<file path="src/rtl/cpu_pkg.sv">
// ---------------------------------------------------------------------------
// cpu_pkg
// Shared encodings for the 16-bit processor core: instruction classes (op1),
// immediate/branch sub-ops (op2), ALU opcodes, branch condition codes,
// write-back source select, sequencer state and the decoded control bundle.
// ---------------------------------------------------------------------------
package cpu_pkg;

   // Instruction class, instr[15:14]
   typedef enum logic [1:0] {
      OP1_LD  = 2'b00,
      OP1_ST  = 2'b01,
      OP1_IMM = 2'b10,
      OP1_ALU = 2'b11
   } op1_e;

   // Immediate / branch sub-op, instr[13:11] when op1 = OP1_IMM
   localparam logic [2:0] OP2_LI    = 3'b000;
   localparam logic [2:0] OP2_ADDI  = 3'b001;
   localparam logic [2:0] OP2_CMPI  = 3'b010;
   localparam logic [2:0] OP2_BCOND = 3'b100;
   localparam logic [2:0] OP2_B     = 3'b111;

   // ALU opcodes, instr[7:4] when op1 = OP1_ALU
   localparam logic [3:0] ALU_ADD  = 4'd0;
   localparam logic [3:0] ALU_SUB  = 4'd1;
   localparam logic [3:0] ALU_AND  = 4'd2;
   localparam logic [3:0] ALU_OR   = 4'd3;
   localparam logic [3:0] ALU_XOR  = 4'd4;
   localparam logic [3:0] ALU_CMP  = 4'd5;
   localparam logic [3:0] ALU_MOV  = 4'd6;
   localparam logic [3:0] ALU_RSV7 = 4'd7;
   localparam logic [3:0] ALU_SLL  = 4'd8;
   localparam logic [3:0] ALU_SLR  = 4'd9;
   localparam logic [3:0] ALU_SRL  = 4'd10;
   localparam logic [3:0] ALU_SRA  = 4'd11;
   localparam logic [3:0] ALU_IN   = 4'd12;
   localparam logic [3:0] ALU_OUT  = 4'd13;
   localparam logic [3:0] ALU_NOP  = 4'd14;
   localparam logic [3:0] ALU_HLT  = 4'd15;

   // Branch conditions, instr[10:8] for BCOND (evaluated inside the ALU)
   localparam logic [2:0] COND_BE  = 3'd0;
   localparam logic [2:0] COND_BLT = 3'd1;
   localparam logic [2:0] COND_BLE = 3'd2;
   localparam logic [2:0] COND_BNE = 3'd3;

   // Register write-back source
   typedef enum logic [1:0] {
      WB_ALU    = 2'd0,
      WB_LOAD   = 2'd1,
      WB_INPORT = 2'd2
   } wb_sel_e;

   // Sequencer state
   typedef enum logic [2:0] {
      ST_IDLE,
      ST_P1,
      ST_P2,
      ST_P3,
      ST_P4,
      ST_P5,
      ST_HALT
   } state_e;

   // Control bundle derived from the instruction register
   typedef struct packed {
      logic       flag_we;
      logic       rf_we;
      logic [2:0] waddr;
      wb_sel_e    wb_sel;
      logic       pc_sel;
      logic       is_ld;
      logic       is_st;
      logic       is_hlt;
   } decode_t;

endpackage

</file>
<file path="src/rtl/alu_phase_controller_if.sv">
// ---------------------------------------------------------------------------
// alu_phase_controller_if
// Instruction/data memory handshake between the phase controller (master)
// and the memory subsystem (slave).
//   imem_req   : fetch request (controller -> memory)
//   imem_ready : instruction word valid this cycle
//   instr_in   : 16-bit instruction word
//   dmem_re    : data read strobe, held until dmem_ready
//   dmem_we    : data write strobe, held until dmem_ready
//   dmem_ready : data access complete this cycle
// ---------------------------------------------------------------------------
interface alu_phase_controller_if;

   logic        imem_req;
   logic        imem_ready;
   logic [15:0] instr_in;
   logic        dmem_re;
   logic        dmem_we;
   logic        dmem_ready;

   modport master (
      output imem_req, dmem_re, dmem_we,
      input  imem_ready, instr_in, dmem_ready
   );

   modport slave (
      input  imem_req, dmem_re, dmem_we,
      output imem_ready, instr_in, dmem_ready
   );

endinterface

</file>
<file path="src/rtl/alu_phase_controller_instr_decode.sv">
// ---------------------------------------------------------------------------
// instr_decode
// Combinational decode of the instruction register into sequencer controls.
//   ir  : instruction register
//   dec : flag write enable, register write enable/address/source,
//         PC source select, load/store/halt markers
// ---------------------------------------------------------------------------
module instr_decode
   import cpu_pkg::*;
(
   input  logic [15:0] ir,
   output decode_t     dec
);

   op1_e       op1;
   logic [2:0] op2;
   logic [3:0] opc;

   assign op1 = op1_e'(ir[15:14]);
   assign op2 = ir[13:11];
   assign opc = ir[7:4];

   always_comb begin
      dec        = '0;
      dec.waddr  = ir[10:8];
      dec.wb_sel = WB_ALU;
      unique case (op1)
         OP1_LD: begin
            dec.is_ld  = 1'b1;
            dec.rf_we  = 1'b1;
            dec.waddr  = ir[13:11];
            dec.wb_sel = WB_LOAD;
         end
         OP1_ST: dec.is_st = 1'b1;
         OP1_IMM: begin
            unique case (op2)
               OP2_LI: dec.rf_we = 1'b1;
               OP2_ADDI, OP2_CMPI: begin
                  dec.rf_we   = 1'b1;
                  dec.flag_we = 1'b1;
               end
               // Taken/not-taken is resolved by the ALU; PC always loads its result
               OP2_BCOND, OP2_B: dec.pc_sel = 1'b1;
               default: ;
            endcase
         end
         OP1_ALU: begin
            unique case (opc)
               ALU_ADD, ALU_SUB, ALU_AND, ALU_OR, ALU_XOR, ALU_MOV,
               ALU_SLL, ALU_SLR, ALU_SRL, ALU_SRA: begin
                  dec.rf_we   = 1'b1;
                  dec.flag_we = 1'b1;
               end
               ALU_CMP: dec.flag_we = 1'b1;
               ALU_IN: begin
                  dec.rf_we  = 1'b1;
                  dec.wb_sel = WB_INPORT;
               end
               ALU_HLT: dec.is_hlt = 1'b1;
               ALU_RSV7, ALU_OUT, ALU_NOP: ;
               default: ;
            endcase
         end
         default: ;
      endcase
   end

endmodule

</file>
<file path="src/rtl/alu_phase_controller.sv">
// ---------------------------------------------------------------------------
// alu_phase_controller
// Five-phase multi-cycle sequencer (fetch, decode/read, execute, memory,
// writeback). Holds the instruction register, the architectural SZCV flag
// register and a stall watchdog that halts the core with fault=1 when a
// memory handshake waits STALL_LIMIT consecutive cycles.
//   clk, reset        : clock, asynchronous active-high reset
//   run               : start pulse, honoured only in IDLE
//   mem               : imem/dmem handshake (master modport)
//   alu_S/Z/C/V/HLT   : ALU flag and halt outputs
//   alu_op1..alu_cond : ALU control fields sliced from the IR
//   flags             : {S,Z,C,V} register feeding the ALU flag inputs
//   ra/rb/rf_*        : register-file read addresses and write port control
//   pc_we, pc_sel     : PC update strobe and source (0 PC+1, 1 ALU result)
//   phase             : one-hot P1..P5, zero in IDLE/HALT
//   halted, fault     : HALT state, halted by stall timeout
// ---------------------------------------------------------------------------
module alu_phase_controller
   import cpu_pkg::*;
#(
   parameter int         STALL_LIMIT = 255,
   parameter logic [3:0] RESET_FLAGS = 4'b0000
) (
   input  logic                          clk,
   input  logic                          reset,
   input  logic                          run,
   alu_phase_controller_if.master        mem,
   input  logic                          alu_S,
   input  logic                          alu_Z,
   input  logic                          alu_C,
   input  logic                          alu_V,
   input  logic                          alu_HLT,
   output logic [1:0]                    alu_op1,
   output logic [2:0]                    alu_op2,
   output logic [3:0]                    alu_opcode,
   output logic [3:0]                    alu_d,
   output logic [2:0]                    alu_cond,
   output logic [3:0]                    flags,
   output logic [2:0]                    ra_addr,
   output logic [2:0]                    rb_addr,
   output logic                          rf_we,
   output logic [2:0]                    rf_waddr,
   output logic [1:0]                    wb_sel,
   output logic                          pc_we,
   output logic                          pc_sel,
   output logic [4:0]                    phase,
   output logic                          halted,
   output logic                          fault
);

   localparam logic [7:0] LIMIT = 8'(STALL_LIMIT);

   state_e      state_q, state_d;
   logic [15:0] ir_q;
   logic [3:0]  flags_q;
   logic [7:0]  stall_cnt_q;
   logic        fault_q;
   decode_t     dec;
   logic        mem_op;
   logic        waiting;
   logic        timeout;
   logic        imem_req_c, dmem_re_c, dmem_we_c;

   instr_decode u_decode (
      .ir  (ir_q),
      .dec (dec)
   );

   assign mem_op  = dec.is_ld | dec.is_st;
   assign waiting = ((state_q == ST_P1) && !mem.imem_ready) ||
                    ((state_q == ST_P4) && mem_op && !mem.dmem_ready);
   // Timeout wins over a same-cycle ready so the halt is deterministic
   assign timeout = ((state_q == ST_P1) || (state_q == ST_P4)) && (stall_cnt_q == LIMIT);

   // State register
   always_ff @(posedge clk or posedge reset) begin
      if (reset) state_q <= ST_IDLE;
      else       state_q <= state_d;
   end

   // Next-state logic
   always_comb begin
      state_d = state_q;
      unique case (state_q)
         ST_IDLE: if (run) state_d = ST_P1;
         ST_P1: begin
            if (timeout)             state_d = ST_HALT;
            else if (mem.imem_ready) state_d = ST_P2;
         end
         ST_P2: state_d = ST_P3;
         ST_P3: begin
            if (dec.is_hlt || alu_HLT) state_d = ST_HALT;
            else                       state_d = ST_P4;
         end
         ST_P4: begin
            if (timeout)                         state_d = ST_HALT;
            else if (!mem_op || mem.dmem_ready)  state_d = ST_P5;
         end
         ST_P5:   state_d = ST_P1;
         ST_HALT: state_d = ST_HALT;
         default: state_d = ST_IDLE;
      endcase
   end

   // Output logic: strobes come from state only, never straight from inputs
   always_comb begin
      phase      = '0;
      imem_req_c = 1'b0;
      dmem_re_c  = 1'b0;
      dmem_we_c  = 1'b0;
      rf_we      = 1'b0;
      pc_we      = 1'b0;
      pc_sel     = 1'b0;
      halted     = 1'b0;
      unique case (state_q)
         ST_P1: begin
            phase      = 5'b00001;
            imem_req_c = !timeout;
         end
         ST_P2: phase = 5'b00010;
         ST_P3: phase = 5'b00100;
         ST_P4: begin
            phase     = 5'b01000;
            dmem_re_c = dec.is_ld && !timeout;
            dmem_we_c = dec.is_st && !timeout;
         end
         ST_P5: begin
            phase  = 5'b10000;
            pc_we  = 1'b1;
            pc_sel = dec.pc_sel;
            rf_we  = dec.rf_we;
         end
         ST_HALT: halted = 1'b1;
         default: ;
      endcase
   end

   // IR, flag register, stall watchdog and fault latch
   always_ff @(posedge clk or posedge reset) begin
      if (reset) begin
         ir_q        <= '0;
         flags_q     <= RESET_FLAGS;
         stall_cnt_q <= '0;
         fault_q     <= 1'b0;
      end else begin
         if ((state_q == ST_P1) && mem.imem_ready && !timeout)
            ir_q <= mem.instr_in;
         if ((state_q == ST_P3) && dec.flag_we)
            flags_q <= {alu_S, alu_Z, alu_C, alu_V};
         if (state_d != state_q)
            stall_cnt_q <= '0;
         else if (waiting)
            stall_cnt_q <= stall_cnt_q + 8'd1;
         if (timeout)
            fault_q <= 1'b1;
      end
   end

   assign mem.imem_req = imem_req_c;
   assign mem.dmem_re  = dmem_re_c;
   assign mem.dmem_we  = dmem_we_c;

   assign alu_op1    = ir_q[15:14];
   assign alu_op2    = ir_q[13:11];
   assign alu_cond   = ir_q[10:8];
   assign alu_opcode = ir_q[7:4];
   assign alu_d      = ir_q[3:0];
   assign ra_addr    = ir_q[13:11];
   assign rb_addr    = ir_q[10:8];
   assign rf_waddr   = dec.waddr;
   assign wb_sel     = dec.wb_sel;
   assign flags      = flags_q;
   assign fault      = fault_q;

endmodule

</file>
<file path="src/flat_wrapper.sv">
// flat-port wrapper written by rule: the top's interface ports become plain ports
module alu_phase_controller_flat import cpu_pkg::*;
#(
   parameter int         STALL_LIMIT = 255,
   parameter logic [3:0] RESET_FLAGS = 4'b0000
)
  (clk, reset, run, alu_S, alu_Z, alu_C, alu_V, alu_HLT, alu_op1, alu_op2, alu_opcode, alu_d, alu_cond, flags, ra_addr, rb_addr, rf_we, rf_waddr, wb_sel, pc_we, pc_sel, phase, halted, fault, mem_imem_req, mem_dmem_re, mem_dmem_we, mem_imem_ready, mem_instr_in, mem_dmem_ready);
  alu_phase_controller_if mem_i ();
  input  logic clk;
  input  logic reset;
  input  logic run;
  input  logic alu_S;
  input  logic alu_Z;
  input  logic alu_C;
  input  logic alu_V;
  input  logic alu_HLT;
  output logic [1:0] alu_op1;
  output logic [2:0] alu_op2;
  output logic [3:0] alu_opcode;
  output logic [3:0] alu_d;
  output logic [2:0] alu_cond;
  output logic [3:0] flags;
  output logic [2:0] ra_addr;
  output logic [2:0] rb_addr;
  output logic rf_we;
  output logic [2:0] rf_waddr;
  output logic [1:0] wb_sel;
  output logic pc_we;
  output logic pc_sel;
  output logic [4:0] phase;
  output logic halted;
  output logic fault;
  output wire logic [$bits(mem_i.imem_req)-1:0] mem_imem_req;
  output wire logic [$bits(mem_i.dmem_re)-1:0] mem_dmem_re;
  output wire logic [$bits(mem_i.dmem_we)-1:0] mem_dmem_we;
  input wire logic [$bits(mem_i.imem_ready)-1:0] mem_imem_ready;
  input wire logic [$bits(mem_i.instr_in)-1:0] mem_instr_in;
  input wire logic [$bits(mem_i.dmem_ready)-1:0] mem_dmem_ready;
  assign mem_imem_req = mem_i.imem_req;
  assign mem_dmem_re = mem_i.dmem_re;
  assign mem_dmem_we = mem_i.dmem_we;
  assign mem_i.imem_ready = mem_imem_ready;
  assign mem_i.instr_in = mem_instr_in;
  assign mem_i.dmem_ready = mem_dmem_ready;
  alu_phase_controller #(.STALL_LIMIT(STALL_LIMIT), .RESET_FLAGS(RESET_FLAGS)) u_core (.clk(clk), .reset(reset), .run(run), .mem(mem_i), .alu_S(alu_S), .alu_Z(alu_Z), .alu_C(alu_C), .alu_V(alu_V), .alu_HLT(alu_HLT), .alu_op1(alu_op1), .alu_op2(alu_op2), .alu_opcode(alu_opcode), .alu_d(alu_d), .alu_cond(alu_cond), .flags(flags), .ra_addr(ra_addr), .rb_addr(rb_addr), .rf_we(rf_we), .rf_waddr(rf_waddr), .wb_sel(wb_sel), .pc_we(pc_we), .pc_sel(pc_sel), .phase(phase), .halted(halted), .fault(fault));
endmodule
</file>
<file path="config.mk">
export PLATFORM = sky130hd
export DESIGN_NAME = alu_phase_controller_flat
export DESIGN_NICKNAME = d
export VERILOG_FILES = /design/src/rtl/cpu_pkg.sv /design/src/rtl/alu_phase_controller_if.sv /design/src/rtl/alu_phase_controller_instr_decode.sv /design/src/rtl/alu_phase_controller.sv /design/src/flat_wrapper.sv
export SDC_FILE = /design/constraint.sdc
export NUM_CORES = 1
export LEC_CHECK = 0
export CORE_UTILIZATION = 44
export DETAILED_ROUTE_END_ITERATION = 8
export PLACE_DENSITY = 0.8
export SLEW_MARGIN = 25
export SYNTH_ARGS = -nofsm -noshare
export SYNTH_HDL_FRONTEND = slang
export SYNTH_HIERARCHICAL = 1
export SYNTH_SLANG_ARGS = --single-unit
</file>
<file path="constraint.sdc">
create_clock -name clk -period 2.4 [get_ports clk]
set_clock_uncertainty 0.1 [all_clocks]
set_input_delay 0.48 -clock clk [delete_from_list [all_inputs] [get_ports clk]]
set_output_delay 0.48 -clock clk [all_outputs]
set_load 0.02 [all_outputs]
</file>
==> run summary <==
The run finished with clean final reports. The number of antenna diodes in the final layout is 0. The routed layout has 1,591 vias. The maximum level of the CTS H-tree came out at 2. Of all cell types, the one taking the most synthesized area is sky130_fd_sc_hd__dfrtp_1. At the later pin of the worst-skew pair, clock insertion delay measures 0.28 ns. The violation count after the first detailed-route iteration came out at 77.

The worst setup path is captured at a primary output. The part of the total power dissipated in combinational logic is 58.6%. The share of post-route cells with drive strength above 1 came out at 16.5%.

When the netlist entered floorplanning its net count stood at roughly 200. The share of the yosys chip area belonging to registers is 44.0%. The routed design has 4420 um of wire. Dividing total power by cell area gives a power density of 1300 mW/mm^2.

Setup violations remaining at the end of the flow were counted as 0. By area the synthesized netlist is led by sky130_fd_sc_hd__dfrtp_1 (44%), sky130_fd_sc_hd__mux2_1 (9.3%), sky130_fd_sc_hd__mux2_2 (5.0%). The achievable frequency is 0.426 GHz. In the global route stage, met2 resource usage came out at 34.7%. The cell area after synthesis is 0.00182 mm^2. The internal power consumption came out at 2.01 mW. The fraction of post-synthesis cell area in the top cell type by area came out at 44.0%. The post-layout net count is 279. The most congested layer reported by global routing is met2.

The area growth from synthesis to final layout came out at 47.4%. The final count of pins violating max slew is 0. The flop and latch count out of synthesis is 32.

The total grt overflow came out at 0. Of the total power, the share spent switching nets is 42.3%. The synthesized instance count is 171.

The number of non-filler instances in the completed layout came out at 298. After clock tree synthesis, the clock-pin slew on the worst setup and hold paths is 0.06 ns. The post-synthesis area per instance is about 11 um^2.

The final worst-path cycle share came out at 97.8%. The placed instance count came out at 288. The clock period minus final worst setup slack is approximately 2.3 ns.

The async set or reset register ratio after synthesis came out at 100%. The number of enable-type register cells in the synthesized netlist came out at 0. The initial antenna violation count came out at 0. The count of different cell masters after synthesis is 43.

The Yosys step of the flow raised 6 warnings. The post-detailed-route wirelength per cell is 14.8 um. The maximum number of pins on one net before global-route repair came out at 33. In this run the remaining antenna-violating nets after routing total 0. The number of standard-cell rows in the floorplan came out at 23. The deepest clock path buffer count came out at 2. The final design utilization is 67.5%. At the pin with the least slew margin, the transition time is 0.462 ns. The first TritonRoute pass finished after 4 iterations. The static leakage power is 1.21 nW. The number of global-route vias before repair is about 1,500. The fraction of power consumed by sequential logic came out at between 20% and 30%. The area of the die is between 0.004 and 0.005 mm^2. The element type at the critical path start is a register. For this design the top-level I/O count stands at 70. The leading register cell type out of synthesis is sky130_fd_sc_hd__dfrtp_1. The total core area is 0.00397 mm^2. The clock tree from TritonCTS is yes. The maximum fanout encountered on the critical timing path is 7. The clock share of power came out at 12.7%. The final count of hold timing violations came out at 0. The critical path is of the reg2out type. The count of unresolved DRC violations after routing is 0. The clock net sink count is 32. The number of I/O port buffers is about 70. The critical path required time came out at 1.82 ns. The met1 demand-to-capacity share in global routing is 26.7%.

The root buffer cell is sky130_fd_sc_hd__clkbuf_8. Setup repair after global routing could not meet its margin everywhere. On the final layout, the worst hold slack is approximately 0.37 ns.

The critical path data arrival time came out at ~1.8 ns. The switching power total came out at 1.47 mW. The final-layout fill cell count came out at 304. The final instance area is 0.00268 mm^2. Routability-driven placement finished with a final weighted congestion of 0.803.

The relative slew slack is between 60% and 70%. The final setup TNS is 0 ns. The met3 track demand over resource in global routing is between 4 and 5%. The number of violations of the max-capacitance limit came out at 0.

Summing all placed instances gives a cell area of between 0.002 and 0.003 mm^2. The via-per-instance ratio came out at 5.34. The die is between 60 and 70 um wide. The worst-case IR drop observed on VDD is 0.000672 V. The clock buffer count from CTS came out at 5. The global router's overall resource usage came out at 21.0%. The global-route wire length before repair is 6840 um. The floorplan step set the die height to 66.3 um. The starting density of the core came out at 45.8%.

In this run the worst hold path is classified as reg2reg. Buffers inserted to repair hold after CTS numbered 0. The HPWL after detailed placement is 3330 um.
[layer usage]
metal	vias up	routed length, um
li1	768	-
met1	750	1960
met2	65	2150
met3	8	234
met4	0	77
met5	-	0
[path summary, 6_finish.rpt]
check,from,end,slack (ns),cells past startpoint
setup reg to reg,u_core/ir_q[14],u_core/stall_cnt_q[6],0.27,7
min in group asynchronous,reset,u_core/stall_cnt_q[6],0.49,3
hold / removal,u_core/fault,u_core/fault,0.37,1
max in group asynchronous,reset,u_core/state_q[0],1.40,3
hold reg to reg,u_core/fault,u_core/fault,0.37,1
setup / recovery,u_core/ir_q[15],rf_waddr[0],0.05,4
[flip-flops by register name, indices dropped and copies added, names as in the netlist]
register,cells
u_core/ir_q,16
u_core/stall_cnt_q,8
u_core/flags,4
u_core/state_q,3
u_core/fault,1
[power by group through the flow]
stage | logic [mW] | registers (mW) | clock network [mW]
6_report | 2.04 | 0.999 | 0.443
5_1_grt | 2.19 | 1.04 | 0.471
4_1_cts | 2.03 | 1.01 | 0.453
3_5_place_dp | 2.05 | 1.01 | 0
3_3_place_gp | 2.02 | 1.00 | 0
2_1_floorplan | 1.05 | 1.16 | 0
[synthesized netlist by cell type (2+ instances only)]
cell and instances:
sky130_fd_sc_hd__a21oi_1 6, sky130_fd_sc_hd__nand4_1 3, sky130_fd_sc_hd__ha_1 5, sky130_fd_sc_hd__inv_1 9, sky130_fd_sc_hd__and2_1 3, sky130_fd_sc_hd__nor3_1 6
sky130_fd_sc_hd__nand2_1 9, sky130_fd_sc_hd__nor2_1 7, sky130_fd_sc_hd__mux2_2 8, sky130_fd_sc_hd__and3_1 6, sky130_fd_sc_hd__mux2_1 15, sky130_fd_sc_hd__buf_4 8
sky130_fd_sc_hd__clkbuf_1 2, sky130_fd_sc_hd__nor4_1 2, sky130_fd_sc_hd__dfrtp_1 32, sky130_fd_sc_hd__a211oi_1 6, sky130_fd_sc_hd__o21ai_0 10, sky130_fd_sc_hd__o31ai_1 2
sky130_fd_sc_hd__nand3_1 2, sky130_fd_sc_hd__or3_1 5, sky130_fd_sc_hd__a31oi_1 2, sky130_fd_sc_hd__buf_2 2
[logic make-up (layout without fill, tap and decap cells)]
family / count (synthesis) / count (layout) / synth area share, %
multiplexers: 24 / 24 / 14.8
XOR/XNOR: 2 / 2 / 0.964
buffers and inverters: 22 / 99 / 6.74
flip-flops: 32 / 32 / 44.0
AND/OR/NAND/NOR: 52 / 52 / 17.3
adder cells (fa/ha/maj): 5 / 5 / 3.44
AO/OA/AOI/OAI: 34 / 34 / 12.7
[repair_timing]
action                                  4_1_cts  5_1_grt
gates cloned                                  0        0
hold endpoints to repair                      0        0
gates resized for setup                      14        7
setup buffers                                 1        2
endpoints found under the setup margin       14        8
[critical path, stage by stage, from the launching register on]
cell and delay [ns]:
sky130_fd_sc_hd__dfrtp_1 0.42, sky130_fd_sc_hd__inv_1 0.13, sky130_fd_sc_hd__ha_2 0.27, sky130_fd_sc_hd__mux2_2 0.35, sky130_fd_sc_hd__dlygate4sd2_1 0.32
[layout make-up]
type                       instances  area (um^2)  area share, %
inverter                           9         33.8           1.26
clock buffer                       7         96.3           3.59
multi-input combinational        117          897           33.5
sequential                        32          803           30.0
tap                               50         62.6           2.33
timing repair buffer              83          787           29.4
[metrics by stage]
stage / total power [mW] / setup slack (ns)
global route: 3.70 / -0.0422
CTS: 3.49 / 0.000778
detailed placement: 3.07 / 0.0364
global placement: 3.02 / 0.0984
floorplan: 2.21 / 0.247
finish: 3.49 / 0.0539
[cells in the final DEF (no fill, tap or decap), types with 2 or more instances in the layout]
cell,synthesis,routed
sky130_fd_sc_hd__a21oi_1,6,6
sky130_fd_sc_hd__o31ai_1,2,2
sky130_fd_sc_hd__nor3_1,6,6
sky130_fd_sc_hd__nor2_1,7,7
sky130_fd_sc_hd__and2_1,3,3
sky130_fd_sc_hd__o21ai_0,10,10
sky130_fd_sc_hd__mux2_1,15,15
sky130_fd_sc_hd__dlymetal6s2s_1,0,3
sky130_fd_sc_hd__and3_1,6,6
sky130_fd_sc_hd__clkbuf_8,0,7
sky130_fd_sc_hd__a31oi_1,2,2
sky130_fd_sc_hd__dlygate4sd2_1,0,9
sky130_fd_sc_hd__ha_1,5,4
sky130_fd_sc_hd__mux2_2,8,8
sky130_fd_sc_hd__buf_4,8,14
sky130_fd_sc_hd__clkdlybuf4s50_1,0,55
sky130_fd_sc_hd__a211oi_1,6,6
sky130_fd_sc_hd__inv_1,9,9
sky130_fd_sc_hd__nand3_1,2,2
sky130_fd_sc_hd__nand4_1,3,3
sky130_fd_sc_hd__dfrtp_1,32,30
sky130_fd_sc_hd__nand2_1,9,9
sky130_fd_sc_hd__dfrtp_2,0,2
sky130_fd_sc_hd__or3_1,5,5
sky130_fd_sc_hd__nor4_1,2,2
No activity file was read; power rests on OpenSTA's default activity.
